## src/rtl/float_acc_ctrl.sv

```systemverilog
// float_acc_ctrl
//   Streams a vector of IEEE-754 single-precision operands through one
//   combinational float adder and returns the sum. One operand is accepted
//   per cycle. The result is held on out_data/out_valid until it is accepted.
//
//   Optional feature macro: FLOAT_ACC_BIAS_EN
//     When defined, this adds the 'bias' input, which is sampled with start.
//     It also adds a BIAS state that adds bias to the sum before the result
//     is presented. This costs one extra cycle of latency.
//
//   Ports
//     clk        system clock, rising edge
//     rst        synchronous active-high reset
//     start      request a new accumulation (sampled only in IDLE)
//     len        number of elements, sampled with start (0 is legal)
//     in_data    float operand
//     in_valid   in_data valid
//     in_ready   controller accepts in_data this cycle (registered)
//     out_data   accumulated float result (registered)
//     out_valid  result valid, held until out_ready
//     out_ready  downstream accepts result
//     busy       high in any state other than IDLE
//     bias       (FLOAT_ACC_BIAS_EN only) float added after the last element
//
//   State table
//     IDLE  | waiting for start
//     ACCUM | accepting operands, acc <= acc + in_data
//     BIAS  | (FLOAT_ACC_BIAS_EN) acc <= acc + bias_r
//     DONE  | presenting result until out_ready

module float_add (
    input  logic [31:0] a,
    input  logic [31:0] b,
    output logic [31:0] y
);
    // Truncating adder: there is no rounding and no NaN/Inf handling.
    // An exponent of zero is treated as zero. This gives the bypass 0 + x = x
    // that the accumulator relies on for its cleared initial value.
    logic        swap;
    logic [31:0] l, s;
    logic [7:0]  el, es, d;
    logic [23:0] ml, ms, ms_al;
    logic [24:0] sum;
    logic [23:0] diff;
    logic [22:0] diff_sh;
    logic [4:0]  lz;

    always_comb begin
        swap    = (b[30:0] > a[30:0]);
        l       = swap ? b : a;
        s       = swap ? a : b;
        el      = l[30:23];
        es      = s[30:23];
        d       = el - es;
        ml      = {1'b1, l[22:0]};
        ms      = {1'b1, s[22:0]};
        ms_al   = (d > 8'd23) ? 24'h0 : (ms >> d);
        sum     = {1'b0, ml} + {1'b0, ms_al};
        diff    = ml - ms_al;
        lz      = 5'd0;
        // Ascending scan, so the highest set bit determines the shift.
        for (int i = 0; i < 24; i++) begin
            if (diff[i]) lz = 5'(23 - i);
        end
        diff_sh = 23'(diff << lz);
        y       = 32'h0;

        if (a[30:23] == 8'h00) begin
            y = b;
        end else if (b[30:23] == 8'h00) begin
            y = a;
        end else if (l[31] == s[31]) begin
            if (sum[24]) begin
                if (el == 8'hFE) y = {l[31], 8'hFF, 23'h0};
                else             y = {l[31], el + 8'd1, sum[23:1]};
            end else begin
                y = {l[31], el, sum[22:0]};
            end
        end else begin
            if (diff == 24'h0 || {3'b000, lz} >= el) y = 32'h0;
            else                                     y = {l[31], el - {3'b000, lz}, diff_sh};
        end
    end
endmodule

module float_acc_ctrl #(
    parameter int LEN_W = 16
) (
    input  logic             clk,
    input  logic             rst,
    input  logic             start,
    input  logic [LEN_W-1:0] len,
    input  logic [31:0]      in_data,
    input  logic             in_valid,
    output logic             in_ready,
    output logic [31:0]      out_data,
    output logic             out_valid,
    input  logic             out_ready,
    output logic             busy
`ifdef FLOAT_ACC_BIAS_EN
    ,
    input  logic [31:0]      bias
`endif
);

`ifdef FLOAT_ACC_BIAS_EN
    typedef enum logic [1:0] {IDLE, ACCUM, BIAS, DONE} state_t;
`else
    typedef enum logic [1:0] {IDLE, ACCUM, DONE} state_t;
`endif

    state_t           state;
    logic [31:0]      acc;
    logic [LEN_W-1:0] cnt;
    logic [LEN_W-1:0] len_r;
    logic [31:0]      add_b;
    logic [31:0]      add_y;

`ifdef FLOAT_ACC_BIAS_EN
    logic [31:0]      bias_r;
    // A single adder is shared; its second operand switches to bias in BIAS.
    assign add_b = (state == BIAS) ? bias_r : in_data;
`else
    assign add_b = in_data;
`endif

    float_add u_add (
        .a (acc),
        .b (add_b),
        .y (add_y)
    );

    always_ff @(posedge clk) begin
        if (rst) begin
            state     <= IDLE;
            acc       <= 32'h0;
            cnt       <= '0;
            len_r     <= '0;
            in_ready  <= 1'b0;
            out_valid <= 1'b0;
            out_data  <= 32'h0;
            busy      <= 1'b0;
`ifdef FLOAT_ACC_BIAS_EN
            bias_r    <= 32'h0;
`endif
        end else begin
            case (state)
                IDLE: begin
                    if (start) begin
                        acc   <= 32'h0;
                        cnt   <= '0;
                        len_r <= len;
                        busy  <= 1'b1;
`ifdef FLOAT_ACC_BIAS_EN
                        bias_r <= bias;
`endif
                        if (len == '0) begin
`ifdef FLOAT_ACC_BIAS_EN
                            state     <= BIAS;
`else
                            state     <= DONE;
                            out_valid <= 1'b1;
                            out_data  <= 32'h0;
`endif
                        end else begin
                            state    <= ACCUM;
                            in_ready <= 1'b1;
                        end
                    end
                end

                ACCUM: begin
                    if (in_valid && in_ready) begin
                        acc <= add_y;
                        cnt <= cnt + 1'b1;
                        if (cnt == len_r - LEN_W'(1)) begin
                            in_ready <= 1'b0;
`ifdef FLOAT_ACC_BIAS_EN
                            state     <= BIAS;
`else
                            state     <= DONE;
                            out_valid <= 1'b1;
                            out_data  <= add_y;
`endif
                        end
                    end
                end

`ifdef FLOAT_ACC_BIAS_EN
                BIAS: begin
                    acc       <= add_y;
                    out_data  <= add_y;
                    out_valid <= 1'b1;
                    state     <= DONE;
                end
`endif

                DONE: begin
                    // A start arriving with out_ready is dropped; it must be re-issued in IDLE.
                    if (out_ready) begin
                        state     <= IDLE;
                        out_valid <= 1'b0;
                        busy      <= 1'b0;
                    end
                end

                default: begin
                    state <= IDLE;
                end
            endcase
        end
    end
endmodule

```

## config.mk

```make
export PLATFORM = sky130hd
export DESIGN_NAME = float_acc_ctrl
export DESIGN_NICKNAME = d
export VERILOG_FILES = /design/src/rtl/float_acc_ctrl.sv
export SDC_FILE = /design/constraint.sdc
export NUM_CORES = 1
export LEC_CHECK = 0
export ABC_AREA = 0
export ABC_CLOCK_PERIOD_IN_PS = 18300
export BUFFER_PORTS_ARGS = -buffer_cell sky130_fd_sc_hd__buf_2
export CAP_MARGIN = 10
export CORE_MARGIN = 2
export CORE_UTILIZATION = 51
export CTS_CLUSTER_DIAMETER = 50
export DETAILED_ROUTE_END_ITERATION = 7
export PLACE_DENSITY = 0.66
export SLEW_MARGIN = 40
export SYNTH_ARGS = -nofsm -noshare
export SYNTH_HDL_FRONTEND = slang
export SYNTH_SLANG_ARGS = --single-unit
```

## constraint.sdc

```tcl
create_clock -name clk -period 18.3 [get_ports clk]
set_input_delay 2.745 -clock clk [delete_from_list [all_inputs] [get_ports clk]]
set_output_delay 2.745 -clock clk [all_outputs]
set_load 0.1 [all_outputs]
```

== Yosys cells after proc, flatten, opt, wreduce, memory -nomap -nowiden ==
Index checks and enable logic that the tools add are counted.

* Flip-flop bits (word level): 101
* Input port bits: 53
* Bits in read-only memories: 0
* Output and inout port bits: 35
* Memories kept: 0
* RAM bits: 0
* Bits in latches: 0
* Logic and storage cells: 111

* Magnitude comparators: 3
* Muxes and demuxes: 63
* Reduce and logical (&&, ||, !) cells: 17
* $add $sub $neg: 7
* Shift-type cells: 2
* Bitwise logic cells: 0
* Multiply operators: 0
* Div/mod/pow operators: 0
* Equality and inequality tests: 11

{| class="wikitable"
|+ Operators with widths
! cell !! count
|-
| 2-to-1 mux 32 bit || 12
|-
| one-hot mux 32 bit (2 select lines) || 2
|-
| 2-to-1 mux 5 bit || 24
|-
| 2-to-1 mux 31 bit || 2
|-
| 2-to-1 mux 16 bit || 2
|-
| one-hot mux 16 bit (2 select lines) || 1
|-
| greater-than comparator 31 bit || 1
|-
| adder 24 x 24 -> 25 bit || 1
|-
| zero test 24 bit || 1
|-
| 2-to-1 mux 24 bit || 1
|-
| left shift 24 x 5 -> 23 bit || 1
|-
| right shift 24 x 8 -> 24 bit || 1
|-
| subtractor 24 bit || 1
|-
| adder 16 x 1 -> 16 bit, second input constant || 1
|-
| == test 16 bit || 1
|-
| zero test 16 bit || 1
|-
| zero test 8 bit || 2
|-
| subtractor 16 x 1 -> 16 bit, second input constant || 1
|-
| != test 2 bit, second input constant || 6
|-
| 2-to-1 mux 1 bit || 10
|-
| 2-to-1 mux 2 bit || 5
|-
| AND reduction 5 bit || 2
|-
| adder 8 x 1 -> 8 bit, second input constant || 1
|-
| == test 8 bit, second input constant || 1
|-
| 19 further kinds || 22
|}

== Depth between registers and ports, before layout ==
* Word-level depth: 39
* Mapped depth: 56
* Mapped depth without buffers: 49

== Cells and area by module ==
A second synthesis with hierarchy kept.

* Cell total of the unflattened synthesis: 1863
* Area total of the unflattened synthesis: 13425.4 um^2

{| class="wikitable"
|+ By module, submodules not included
! module !! area each (um^2) !! seq. area each (um^2) !! times used !! cells each
|-
| float_add || 9048.7 || 0.0 || 1 || 1363
|-
| float_acc_ctrl || 4376.7 || 2021.9 || 1 || 500
|}

== Worst setup path after synthesis ==
OpenSTA, ideal clock, no wires.

* Kind: input to register
* From: input in_data[27]
* To: register acc[16]
* Stages: 53
* Data required time: 18226 ps
* Data arrival time: 13684 ps
* Setup slack: 4542 ps
* Setup time: 74 ps
* Buffers on the path: 8
* Path through: ha_1 -> buf_2 -> a2111oi_0 -> a21oi_1 -> o21a_4 -> nor2_4 -> buf_2 -> clkbuf_1 -> clkbuf_1 -> buf_1 -> mux2_2 -> ha_1 -> o21ai_0 -> a21oi_1 -> o21ba_2 -> o21ai_0 -> a21oi_1 -> or2_2 -> [... 17 more ...] -> o21ai_2 -> nand2_2 -> inv_2 -> buf_2 -> ha_1 -> fa_1 -> nor2b_1 -> o21ai_0 -> nand2b_1 -> a21oi_1 -> o2111a_1 -> or2_2 -> o21bai_1 -> or2_2 -> a211o_1 -> a21oi_1 -> a211oi_1 -> o21ai_0

* Word-level cells in the longest chain between the ends: 38
* Elaborated cells between the ends (all ways): 48
* Those cells by class: add/sub: 3; order compare: 3; eq/ne: 2; shift: 2; mux: 35; reduce/logical: 3

{| class="wikitable"
|+ RTL lines
! item !! RTL line !! source
|-
| start: declaration || 93 || <nowiki>input logic [31:0] in_data,</nowiki>
|-
| greater-than comparator 31 bit || 49 || <nowiki>swap = (b[30:0] > a[30:0]);</nowiki>
|-
| 2-to-1 mux 32 bit (on tied branches) || 50, 51 ||
|-
| subtractor 8 bit || 54 || <nowiki>d = el - es;</nowiki>
|-
| right shift 24 x 8 -> 24 bit / greater-than comparator 8 x 5 -> 1 bit (equally long branches) || 57 || <nowiki>ms_al = (d > 8'd23) ? 24'h0 : (ms >> d);</nowiki>
|-
| 2-to-1 mux 24 bit || 57 ||
|-
| subtractor 24 bit || 59 || <nowiki>diff = ml - ms_al;</nowiki>
|-
| 2-to-1 mux 5 bit (24 in series) || 63 || <nowiki>if (diff[i]) lz = 5'(23 - i);</nowiki>
|-
| greater-or-equal comparator 5 x 8 -> 1 bit || 80 || <nowiki>if (diff == 24'h0 || {3'b000, lz} >= el) y = 32'h0;</nowiki>
|-
| logical OR 1 bit || 80 ||
|-
| 2-to-1 mux 32 bit || 80 ||
|-
| 2-to-1 mux 32 bit || 72 || <nowiki>end else if (l[31] == s[31]) begin</nowiki>
|-
| 2-to-1 mux 32 bit * || 70 || <nowiki>end else if (b[30:23] == 8'h00) begin</nowiki>
|-
| 2-to-1 mux 32 bit * || 68 || <nowiki>if (a[30:23] == 8'h00) begin</nowiki>
|-
| 2-to-1 mux 32 bit * || 173 || <nowiki>if (in_valid && in_ready) begin</nowiki>
|-
| one-hot mux 32 bit (2 select lines) * || 147 || <nowiki>case (state)</nowiki>
|-
| end signal: assignment || 174 || <nowiki>acc <= add_y;</nowiki>
|-
| end: declaration || 113 || <nowiki>logic [31:0] acc;</nowiki>
|}

Every way passes the cells marked *; elsewhere a longest branch is shown, timed or not. The select of a mux whose other input is x is not followed.
A chain may end at the register's enable or synchronous reset.

== Worst setup path in the final report ==
* From: input in_data[23]
* To: register out_data[20]

* Word-level cells in the longest chain between the ends: 39
* Elaborated cells between the ends (all ways): 49
* Those cells by class: add/sub: 3; order compare: 3; eq/ne: 2; shift: 2; mux: 36; reduce/logical: 3

{| class="wikitable"
|+ RTL lines
! item !! RTL line !! source
|-
| greater-than comparator 31 bit || 49 ||
|-
| 2-to-1 mux 32 bit (on tied branches) || 50, 51 ||
|-
| subtractor 8 bit || 54 ||
|-
| right shift 24 x 8 -> 24 bit / greater-than comparator 8 x 5 -> 1 bit (equally long branches) || 57 ||
|-
| 2-to-1 mux 24 bit || 57 ||
|-
| subtractor 24 bit || 59 ||
|-
| 2-to-1 mux 5 bit (24 in series) || 63 ||
|-
| greater-or-equal comparator 5 x 8 -> 1 bit || 80 ||
|-
| logical OR 1 bit || 80 ||
|-
| 2-to-1 mux 32 bit || 80 ||
|-
| 2-to-1 mux 32 bit || 72 ||
|-
| 2-to-1 mux 32 bit * || 70 ||
|-
| 2-to-1 mux 32 bit * || 68 ||
|-
| 2-to-1 mux 32 bit * || 176 || <nowiki>if (cnt == len_r - LEN_W'(1)) begin</nowiki>
|-
| 2-to-1 mux 32 bit * || 173 ||
|-
| one-hot mux 32 bit (2 select lines) * || 147 ||
|-
| end signal: assignment || 183 || <nowiki>out_data <= add_y;</nowiki>
|-
| end: declaration || 96 || <nowiki>output logic [31:0] out_data,</nowiki>
|}

Marks and branches as above.

==> flow_summary.html <==
<table>
<tr><th>Metric</th><th>Value</th></tr>
<tr><th colspan="2">Status</th></tr>
<tr><td>Run status</td><td>completed</td></tr>
<tr><th colspan="2">Finish</th></tr>
<tr><td>Most common cell after layout, fill and taps aside</td><td>a21oi_1</td></tr>
<tr><td>Multi-input gate area</td><td>0.01067 sq mm</td></tr>
<tr><td>Share of final-layout standard cells stronger than drive strength 1</td><td>between 10 and 15%</td></tr>
<tr><td>NumNets Final</td><td>2046</td></tr>
<tr><td>Sequential cell area</td><td>0.002022 sq mm</td></tr>
<tr><td>Fill cell instance count of the final layout</td><td>2608</td></tr>
<tr><td>Most frequent cells in the layout</td><td>a21oi_1, nand2_1, nor2_1, o21ai_0, dfxtp_1</td></tr>
<tr><td>Area grow syn2layout</td><td>6.966%</td></tr>
<tr><th colspan="2">Route</th></tr>
<tr><td>Number of DRC markers in iteration 0</td><td>1934</td></tr>
<tr><td>Antenna-violating nets left</td><td>0</td></tr>
<tr><td>Routed via count</td><td>15170</td></tr>
<tr><td>Per-cell via count in the routed design</td><td>6.755</td></tr>
<tr><td>Post-DR wirelength/cell</td><td>24.00 um</td></tr>
<tr><td>Overall routed net length</td><td>53880 um</td></tr>
<tr><td>1st-pass router iterations</td><td>6</td></tr>
<tr><td>Total DRC errors in the routed layout</td><td>0</td></tr>
<tr><th colspan="2">Critical path</th></tr>
<tr><td>Arr. time, crit path</td><td>about 15 ns</td></tr>
<tr><td>Worst endpoint required time</td><td>around 19 ns</td></tr>
<tr><td>Class of the most critical setup path</td><td>input port to flip-flop</td></tr>
<tr><td>Biggest cell delay along the critical path</td><td>0.54 ns</td></tr>
<tr><td>Critical path fanouts, max</td><td>31</td></tr>
<tr><td>Most used cell along the critical path</td><td>a21oi_1</td></tr>
<tr><td>Largest delay share family, worst path</td><td>compound AO/OA/AOI/OAI gates</td></tr>
<tr><td>Slowest cell on the critical path</td><td>a211oi_1</td></tr>
<tr><td>Endpoint type of the worst setup path</td><td>flip-flop</td></tr>
<tr><td>Element type at the critical path start</td><td>input port</td></tr>
<tr><td>Combined buffer and inverter count along the critical path</td><td>3</td></tr>
<tr><th colspan="2">Logic synthesis</th></tr>
<tr><td>Async SR Flop Fraction</td><td>0%</td></tr>
<tr><td>Most area-hungry cell type in the Yosys netlist</td><td>dfxtp_1</td></tr>
<tr><td>Mapped Nets</td><td>2037</td></tr>
<tr><td>Average instance area after synthesis</td><td>7.090 sq um</td></tr>
<tr><td>Number of enable-type register cells in the synthesized netlist</td><td>0</td></tr>
<tr><td>Warnings from Yosys</td><td>0</td></tr>
<tr><td>Most frequently used flop master after synthesis</td><td>dfxtp_1</td></tr>
<tr><td>Top cell type's share of synthesized area</td><td>15.05%</td></tr>
<tr><td>Count of state elements after synthesis</td><td>~100</td></tr>
<tr><td>Post-synthesis instance area</td><td>0.01344 sq mm</td></tr>
<tr><td>Sequential-to-total area share from yosys stat</td><td>15.05%</td></tr>
<tr><td>Synthesized netlist cell count</td><td>1895</td></tr>
<tr><td>Number of distinct library cell variants in the gate-level netlist after synthesis</td><td>104</td></tr>
<tr><td>Top area cells in the synthesized netlist</td><td>dfxtp_1, ha_1, a21oi_1</td></tr>
<tr><th colspan="2">STA</th></tr>
<tr><td>Transition time of the tightest slew-check pin</td><td>slightly below 0.9 ns</td></tr>
<tr><td>Final setup violating endpoints</td><td>0</td></tr>
<tr><td>Final count of hold timing violations</td><td>0</td></tr>
<tr><td>Time the final worst path needs with I/O delays and setup</td><td>14.56 ns</td></tr>
<tr><td>Achievable Freq</td><td>68.70 MHz</td></tr>
<tr><td>Final cycle utilization of the critical path</td><td>79.54%</td></tr>
<tr><td>Max-slew violation count</td><td>0</td></tr>
<tr><td>Worst setup slack after layout</td><td>3.744 ns</td></tr>
<tr><td>Fin Setup TNS</td><td>0 ns</td></tr>
<tr><td>Setup repair after global routing missed its margin</td><td>no</td></tr>
<tr><td>Layout Skew</td><td>~0.013 ns</td></tr>
<tr><td>Slew headroom</td><td>around two fifths</td></tr>
<tr><th colspan="2">Global routing</th></tr>
<tr><td>Via count of the first global-routing pass</td><td>14110</td></tr>
<tr><td>GR Overflow Total</td><td>0</td></tr>
<tr><td>Initial antenna violation count</td><td>0</td></tr>
<tr><td>Largest net degree at the start of global routing</td><td>90</td></tr>
<tr><td>Total routing resource utilization after global routing</td><td>37.31%</td></tr>
<tr><td>Global-route wire length before repair</td><td>81700 um</td></tr>
<tr><th colspan="2">Die</th></tr>
<tr><td>Vertical extent of the die</td><td>166.3 um</td></tr>
<tr><td>Core area</td><td>0.02598 sq mm</td></tr>
<tr><td>Top-Level Pins</td><td>88</td></tr>
<tr><td>Die X</td><td>166.3 um</td></tr>
<tr><td>Floorplan die area</td><td>0.02766 sq mm</td></tr>
<tr><td>Initial Utilization</td><td>51.70%</td></tr>
<tr><td>Cell Rows</td><td>59</td></tr>
<tr><th colspan="2">Placement</th></tr>
<tr><td>Weighted congestion at the end of routability-driven global placement</td><td>1.088</td></tr>
<tr><td>Buffers on Ports</td><td>87</td></tr>
<tr><td>HPWL Detailed</td><td>42890 um</td></tr>
<tr><td>Worst slack at placement</td><td>around 3.4 ns</td></tr>
<tr><th colspan="2">Clock network</th></tr>
<tr><td>Clock latency on the worst-skew pair</td><td>0.36 ns</td></tr>
<tr><td>Number of buffers created by CTS</td><td>9</td></tr>
<tr><td>Clock transition at the registers of the reported paths</td><td>roughly 0.070 ns</td></tr>
<tr><td>Maximum number of buffers from clock root to sink</td><td>2</td></tr>
<tr><td>Number of buffers inserted by hold repair at cts</td><td>0</td></tr>
<tr><td>Post-CTS sizing</td><td>0</td></tr>
<tr><td>Root Buffer</td><td>clkbuf_16</td></tr>
<tr><td>Post CTS Setup Buffer Count</td><td>0</td></tr>
<tr><td>TritonCTS clock tree</td><td>built</td></tr>
<tr><td>Number of levels the H-tree was split into</td><td>3</td></tr>
<tr><td>CTS sink cnt</td><td>a little over 100</td></tr>
<tr><th colspan="2">Power</th></tr>
<tr><td>Pwr/cell area</td><td>between 100 and 150 mW/mm^2</td></tr>
<tr><td>Static leakage</td><td>~5.5 nW</td></tr>
<tr><td>Maximum ir drop on the vdd rail</td><td>0.04931 mV</td></tr>
<tr><th colspan="2">Flow run</th></tr>
<tr><td>Number of violations of the max-capacitance limit</td><td>0</td></tr>
<tr><th colspan="2">Min path</th></tr>
<tr><td>Worst hold-check path type</td><td>flip-flop to flip-flop</td></tr>
</table>
[layer usage]
layer,up-vias,part of all wire [%],global-route usage (%)
met5,-,0,0
met4,0,6.3,21.33
met3,176,8.9,6.125
met2,838,44,58.74
met1,7110,41,48.46
li1,7042,-,-
[state kept, by name, indices dropped and copies added, names as in the netlist]
| register | flops |
|---|---|
| state | 2 |
| len_r | 16 |
| cnt | 16 |
| out_valid | 1 |
| busy | 1 |
| out_data | 32 |
| in_ready | 1 |
| acc | 32 |
[Yosys cell counts, drive strengths merged (11+ instances only)]
library cell,count
a211oi,38
a21boi,11
a21o,16
a21oi,194
a221oi,12
a22o,21
a22oi,15
a31oi,25
a32o,11
and2,20
and3,14
buf,34
clkbuf,73
dfxtp,101
ha,86
inv,94
mux2,36
mux2i,58
nand2,182
nand2b,27
nand3,52
nand4,18
nor2,182
nor2b,26
nor3,64
nor4,27
o211ai,22
o21a,19
o21ai,121
o21bai,14
o22ai,18
o31ai,22
or2,18
or3,22
xnor2,48
xor2,30
[worst reg2reg max path, delay by kind of cell, from the launching register on]
family | cells | cell delay (ns)
simple gates | 14 | 3.31
flops | 1 | 0.44
compound gates | 23 | 6.20
mux | 1 | 0.34
fa+ha+maj | 4 | 1.33
buf+inv | 3 | 0.94
[final cells by class]
cell class,instances,share of cell area (%)
Sequential cell,101,14.07
Clock buffer,10,1.663
Tap cell,335,2.917
Multi-Input combinational cell,1593,74.21
Inverter,94,2.455
Antenna cell,1,0.01741
Timing Repair Buffer,105,4.066
Clock inverter,6,0.6007
[cells by family after synthesis]
logic type                 Yosys count  synth area share (%)
AOI/OAI and AO/OA                  650                 32.71
xor gates and xnor gates            78                 5.141
adders and majority gates           89                 8.456
buffers and inverters              201                 5.923
DFF                                101                 15.05
muxes                               96                 7.674
and+or+nand+nor                    680                 25.05
[power breakdown]
part,leakage (nW),internal (W),switching (W),total (W)
sequential,0.819,0.000227,0.0000115,0.000239
combinational,4.56,0.000324,0.000698,0.00102
clock,0.158,0.000123,0.0000874,0.000211
total,5.54,0.000675,0.000797,0.00147
[final timing paths]
kind	to	slack [ns]	start	depth (start not counted)
setup / recovery	out_data[20]	3.74	in_data[23]	45
hold / removal	out_data[23]	0.46	out_data[23]	2
setup reg to reg	out_data[20]	5.69	acc[23]	45
hold reg to reg	out_data[23]	0.46	out_data[23]	2
[metrics by stage]
| stage | instances | utilization (%) | power [W] | area [sq um] | hold slack (ns) |
|---|---|---|---|---|---|
| final | 2245 | 55.31 | 0.001471 | 14370 | 0.4550 |
| after global routing | 2244 | 55.30 | 0.001540 | 14370 | 0.4990 |
| after CTS | 2243 | 55.23 | 0.001424 | 14350 | 0.4599 |
| after detailed placement | 2227 | 53.98 | 0.001214 | 14030 | 0.4446 |
| after global placement | 2226 | 53.87 | 0.001218 | 14000 | 0.4395 |
| after floorplan | 1895 | - | 0.0009358 | 13440 | 0.4413 |
Note: power is estimated with default switching activity, not from simulation.
